[config.mk]
export PLATFORM = sky130hd
export DESIGN_NAME = fu_req_queue
export DESIGN_NICKNAME = d
export VERILOG_FILES = /design/src/rtl/fu_req_queue.sv
export SDC_FILE = /design/constraint.sdc
export NUM_CORES = 1
export LEC_CHECK = 0
export ABC_AREA = 1
export CORE_UTILIZATION = 35
export CTS_CLUSTER_SIZE = 14
export DETAILED_ROUTE_END_ITERATION = 6
export HOLD_SLACK_MARGIN = 0.03
export PLACE_DENSITY = 0.63
export SYNTH_ARGS = -nofsm -noshare
export SYNTH_HDL_FRONTEND = slang
export SYNTH_SLANG_ARGS = --single-unit
[constraint.sdc]
create_clock -name clock -period 11.15 [get_ports clock]
set_clock_uncertainty 0.2 [all_clocks]
set_input_delay 1.6725 -clock clock [delete_from_list [all_inputs] [get_ports clock]]
set_output_delay 1.6725 -clock clock [all_outputs]
set_load 0.02 [all_outputs]
[src/rtl/fu_req_queue.sv]
// In-order request queue in front of one functional unit: buffers issue packets and
// presents them head-first to the FU. Build option FU_REQ_QUEUE_BYPASS_EN adds an empty-queue bypass.
package fu_req_queue_pkg;
   typedef struct packed {
      logic        valid;
      logic [4:0]  rob_idx;
      logic [3:0]  op;
      logic [31:0] src_a;
      logic [31:0] src_b;
      logic [5:0]  dest_preg;
   } issue_packet_t;
endpackage

module fu_req_queue
   import fu_req_queue_pkg::*;
#(
   parameter int DEPTH = 4,
   parameter int CNT_W = $clog2(DEPTH + 1)
) (
   input  logic             clock,
   input  logic             reset,
   input  issue_packet_t    req_i,
   output logic             ready_o,
   input  logic             flush_i,
   output issue_packet_t    fu_pkt_o,
   output logic             fu_valid_o,
   input  logic             fu_accept_i,
   output logic [CNT_W-1:0] count_o
);
   localparam int PTR_W = $clog2(DEPTH);

   issue_packet_t    mem [DEPTH];
   logic [PTR_W-1:0] head;
   logic [PTR_W-1:0] tail;
   logic [CNT_W-1:0] count;
   logic             stored_valid;
   logic             push;
   logic             pop;

   // Handshakes: a request transfers when req_i.valid && ready_o, a head packet
   // transfers when fu_valid_o && fu_accept_i; flush_i cancels both in its cycle.
   // ready_o is taken from registered count only, so it never depends on req_i or fu_accept_i.
   assign ready_o      = (count < CNT_W'(DEPTH));
   assign stored_valid = (count != '0);
   assign count_o      = count;

`ifdef FU_REQ_QUEUE_BYPASS_EN
   logic bypass;

   // Empty queue: the incoming request is shown to the FU in the same cycle and
   // only written if the FU does not take it right away.
   assign bypass     = !stored_valid && req_i.valid && !flush_i;
   assign fu_valid_o = stored_valid || bypass;
   assign fu_pkt_o   = stored_valid ? mem[head] : (bypass ? req_i : '0);
   assign push       = req_i.valid && ready_o && !flush_i && !(bypass && fu_accept_i);
   assign pop        = stored_valid && fu_accept_i && !flush_i;
`else
   assign fu_valid_o = stored_valid;
   assign fu_pkt_o   = stored_valid ? mem[head] : '0;
   assign push       = req_i.valid && ready_o && !flush_i;
   assign pop        = fu_valid_o && fu_accept_i && !flush_i;
`endif

   // Storage carries no reset; count alone decides which entries are live.
   always_ff @(posedge clock) begin
      if (push) begin
         mem[tail] <= req_i;
      end
   end

   always_ff @(posedge clock) begin
      if (reset || flush_i) begin
         head  <= '0;
         tail  <= '0;
         count <= '0;
      end else begin
         if (push) begin
            tail <= tail + 1'b1;
         end
         if (pop) begin
            head <= head + 1'b1;
         end
         case ({push, pop})
            2'b10:   count <= count + 1'b1;
            2'b01:   count <= count - 1'b1;
            default: count <= count;
         endcase
      end
   end
endmodule

## Word level (Yosys, flattened, before mapping)

Memories as Yosys holds them, arrays and structs flattened. A register that Yosys moved wholly into a read port is not among the register bits.
Cells that the tools add are included.

| operators by class | value |
|---|---|
| $add $sub $neg | 4 |
| $lt $le $gt $ge | 1 |
| equal/unequal tests | 2 |
| mux-type cells | 6 |
| reduce and logical (&&, ||, !) cells | 8 |

Operator list:

| kind | count |
|---|---|
| $mux 80 | 1 |
| $pmux 3 s2 | 1 |
| $add 2x1->2 const B | 2 |
| $logic_and 1x1->1 | 4 |
| $mux 2 | 2 |
| $add 3x1->3 const B | 1 |
| $lt 3x3->1 const B | 1 |
| $reduce_bool 3->1 | 1 |
| $sub 3x1->3 const B | 1 |
| $eq 2x1->1 const B | 1 |
| $eq 2x2->1 const B | 1 |
| $mux 1 | 2 |
| $reduce_bool 2->1 | 1 |
| $logic_not 1->1 | 1 |
| $logic_or 1x1->1 | 1 |

| storage, ports and cells | value |
|---|---|
| register bits | 7 |
| RAM bits | 320 |
| output and inout bits | 85 |
| memories kept | 1 |

Memories:

| name | depth | bits a word | read ports | clocked after memory_dff | write ports | line | RTL |
|---|---|---|---|---|---|---|---|
| mem | 4 | 80 | 1 | 1 | 1 | 32 | `issue_packet_t mem [DEPTH];` |

## Logic depth before layout (Yosys ltp)

| logic depth | value |
|---|---|
| depth in word-level cells | 5 |
| gate-level depth with buffers | 13 |
| depth with buffers taken out | 13 |

## Worst setup path after synthesis

No wires, ideal clock.

| path | value |
|---|---|
| path type | input port to flip-flop |
| start | input port flush_i |
| end | memory mem[0][0] (netlist bit), enable pin |
| setup time | 0.519 ns |
| arrival | 5.308 ns |
| slack | 5.122 ns |
| stages | 3 |
| path buffers | 0 |
| path through | inv_1 -> nand3_1 -> nor2_1 |

| between the ends | value |
|---|---|
| longest elaborated chain between the ends | 4 |

RTL lines:

| item | line | RTL |
|---|---|---|
| from (decl) | 24 | `input logic flush_i,` |
| $logic_not 1->1 | 60 | `assign push = req_i.valid && ready_o && !flush_i;` |
| $logic_and 1x1->1 | 60 |  |
| $mux 1 | 66 | `if (push) begin` |
| $mux 1 (not written as such) | 67 | `mem[tail] <= req_i;` |
| to (decl) | 32 |  |

Every way passes these cells.

==> impl_results.md <==
* Reg2reg path depth at 4
* Die span in x at 193 um
* H-tree Lvls at 2
* Die H at slightly below 200 um
* CTS sink count at roughly 330
* ANT nets after route at 0
* Failing checks: design-rule violations
* Total negative setup slack at 0 ns
* Initial cell density of the core at a little over a third
* CP startpoint kind: register
* Yosys warning count at 0
* Setup slack, reg-to-reg at between 8 and 9 ns
* Reg-to-reg endpoint: mem[0][44]
* Total die area at around 37000 sq um
* Reg power frac at between 50% and 60%
* Clk pwr share at around 41%
* Arrival time worst endpoint at slightly below 4 ns
* Fillers at between 3000 and 4000
* Register area share after synthesis at 76.4%
* Reg2Reg Launch Point: count_o[2]
* Tmin final at slightly below 6 ns
* Rel. slew slack at approximately 25%
* Crit Path Max Fanout at 94
* Final Setup Violations at 0
* Layout area overhead at 24.8%
* Worst-skew pair later-pin latency at 0.50 ns
* Final worst setup slack at between 5 and 6 ns
* Area of the core at 35800 sq um
* Final Hold Vio Count at 0
* Fraction of layout cells with a size suffix above 1 at roughly 5.7%
* Worst Hold Depth at 2
* Syn Nets at 1102
* Fmax at approximately 170 MHz
* Max layer used: met4
* Vias at slightly above 8000
* Buffers on Ports at around 170
* CTS tree: yes
* Pint at slightly above 2 mW
* Final GP Congestion at approximately 0.73
* Initial antenna violation count at 1
* Critical Path Sink Type: output port
* Final worst-path cycle share at 52.1%
* Synth area leader: edfxtp_1
* Post-synth top area share at 75.0%
* Synth unique cells at 18
* Post-Synthesis Cells at 1012
* MaxCap Viol Count at 0
* Slew Viols, Final at 0
* Dpl ws at ~5.9 ns
* Cts hold-fix bufs at 0
* Post-CTS setup buffer count at 0
* M1 WL at ~13 mm
* Max IR drop VDD at between 0.1 and 0.15 mV
* Worst slew pin tran at approximately 1.1 ns
* Asr flop ratio synth at 0%
* Total grt overflow at 0
* Routed len/inst at about 17 um
* DR vias/cell at slightly below 5
* Count leader, synth: nor2_1
* Switching power at 0.547 mW
* Main synth FF type: edfxtp_1
* Synthesis-stage register bit count at roughly 330
* Post-synth EDFFs at between 300 and 400
* Remaining DRCs at 7
* # IOs at 169
* Switching share of total power at a little over a fifth
* Combinational share of power at approximately 6%
* Global-route wire length before repair at 44.8 mm
* Critical Path RT at approximately 9.3 ns
* Synth area leaders: edfxtp_1 75%, nor2_1 9.7%, o21ai_0 5.0%
* CTS-repair resized insts at 0
* Num CTS Buffers at 36
* Wire length on met3 at approximately 1.2 mm
* HPWL Detailed at between 15 and 20 mm
* Hold Path Class: register to register
* Drt total wl at 28.8 mm
* CTS Buffer Depth at 3
* Root Buffer: clkbuf_16
* Vias in the first global route at about 8100
* Largest net degree at the start of global routing at 95
* Post-synthesis cell area at 12800 sq um
* Top cells by instance count after synthesis: 332 x nor2_1, 320 x edfxtp_1, 129 x o21ai_0
* Outcome: complete, but fails checks
* PD cells at roughly 160 nW/um^2
* Leak pwr at between 5 and 6 nW
* FP Rows at between 60 and 70
* RSZ-0062 raised after global routing: no
* First-pass DRT Iterations at 7
* Initial DRC Count at about 420
* Syn_area_per_cell at 12.7 sq um
* Met2 WL at 13.9 mm
* Clock transition at the registers of the reported paths at roughly 0.06 ns
* Fin nets at around 1300
* WS Path Type: register to output port
* Hold Crit Start: head[1]
* Global-route usage over all layers at between 15 and 20%
-- cells by family (layout without fill, tap and decap cells) --
logic type	count (synthesis)	after routing	share of synthesized area [%]
fa+ha+maj	6	6	0.645
flops	329	329	76.4
simple gates	347	347	10.2
compound gates	249	249	9.73
buf+inv	81	266	2.98
other cells	0	1	0
-- power by group through the flow --
stage	sequential (mW)	clock (mW)	combinational, mW
4_1_cts	1.38	1.12	0.156
3_5_place_dp	1.41	0	0.155
3_3_place_gp	1.41	0	0.153
2_1_floorplan	1.41	0	0.0638
6_report	1.38	1.09	0.153
5_1_grt	1.38	1.16	0.167
-- worst max-delay path by stage --
stage             start            to  slack (ns)  cells after the start
5_1_grt        register  fu_pkt_o[35]        5.09                      6
6_report       register  fu_pkt_o[30]        5.34                      6
3_3_place_gp   register  fu_pkt_o[35]        5.92                      6
3_5_place_dp   register  fu_pkt_o[30]        5.87                      6
2_1_floorplan   flush_i     mem[0][0]        5.12                      3
4_1_cts        register  fu_pkt_o[30]        5.31                      6
-- layout by cell type (no fill, tap or decap), drive strengths merged --
| cell | synthesis | final |
|---|---|---|
| inv | 21 | 21 |
| clkinvlp | 0 | 1 |
| ha | 5 | 5 |
| buf | 22 | 14 |
| nand3 | 4 | 4 |
| fa | 1 | 1 |
| nor2 | 332 | 332 |
| diode | 0 | 1 |
| nand2 | 11 | 11 |
| clkinv | 0 | 15 |
| dfxtp | 9 | 9 |
| clkdlybuf4s50 | 0 | 168 |
| clkbuf | 38 | 46 |
| bufinv | 0 | 1 |
| edfxtp | 320 | 320 |
| a21oi | 85 | 85 |
| o21ai | 164 | 164 |
-- layout make-up --
cell class	count	area [sq um]	area share, %
antenna	1	2.50	0.0157
clock inverter	17	113	0.704
tap	461	577	3.61
sequential	329	9800	61.3
clock buffer	46	960	6.00
multi-input combinational	602	2670	16.7
timing repair buffer	182	1790	11.2
inverter	21	83.8	0.524
-- registers in the layout (all words and copies together), names as in the netlist, named ones only --
| signal | count |
|---|---|
| count_o | 3 |
| mem | 320 |
| tail | 2 |
| head | 2 |
-- critical path, stage by stage, from the launching register on --
cell	delay, ns
dfxtp_4	0.33
buf_4	0.33
inv_4	0.59
buf_4	0.84
o21ai_0	0.27
a21oi_1	0.25
clkdlybuf4s50_1	0.66
-- stage by stage --
step / instance area [sq um] / instances / hold slack, ns / total power [mW] / utilization (%)
after floorplan: 12800 / 1012 / 0.260 / 1.48 / -
after global placement: 14900 / 1595 / 0.287 / 1.56 / 41.6
after detailed placement: 14900 / 1595 / 0.301 / 1.56 / 41.6
after CTS: 16000 / 1658 / 0.314 / 2.66 / 44.6
after global routing: 16000 / 1659 / 0.345 / 2.71 / 44.6
final: 16000 / 1659 / 0.306 / 2.62 / 44.6
-- metal layers --
metal  global-route usage [%]  vias to the layer above
met2                     26.0                      185
met3                     2.79                       46
met1                     19.8                     3923
met4                     4.62                        0
met5                        0                        -
li1                         -                     3894
Power figures use the tool's default switching activity.
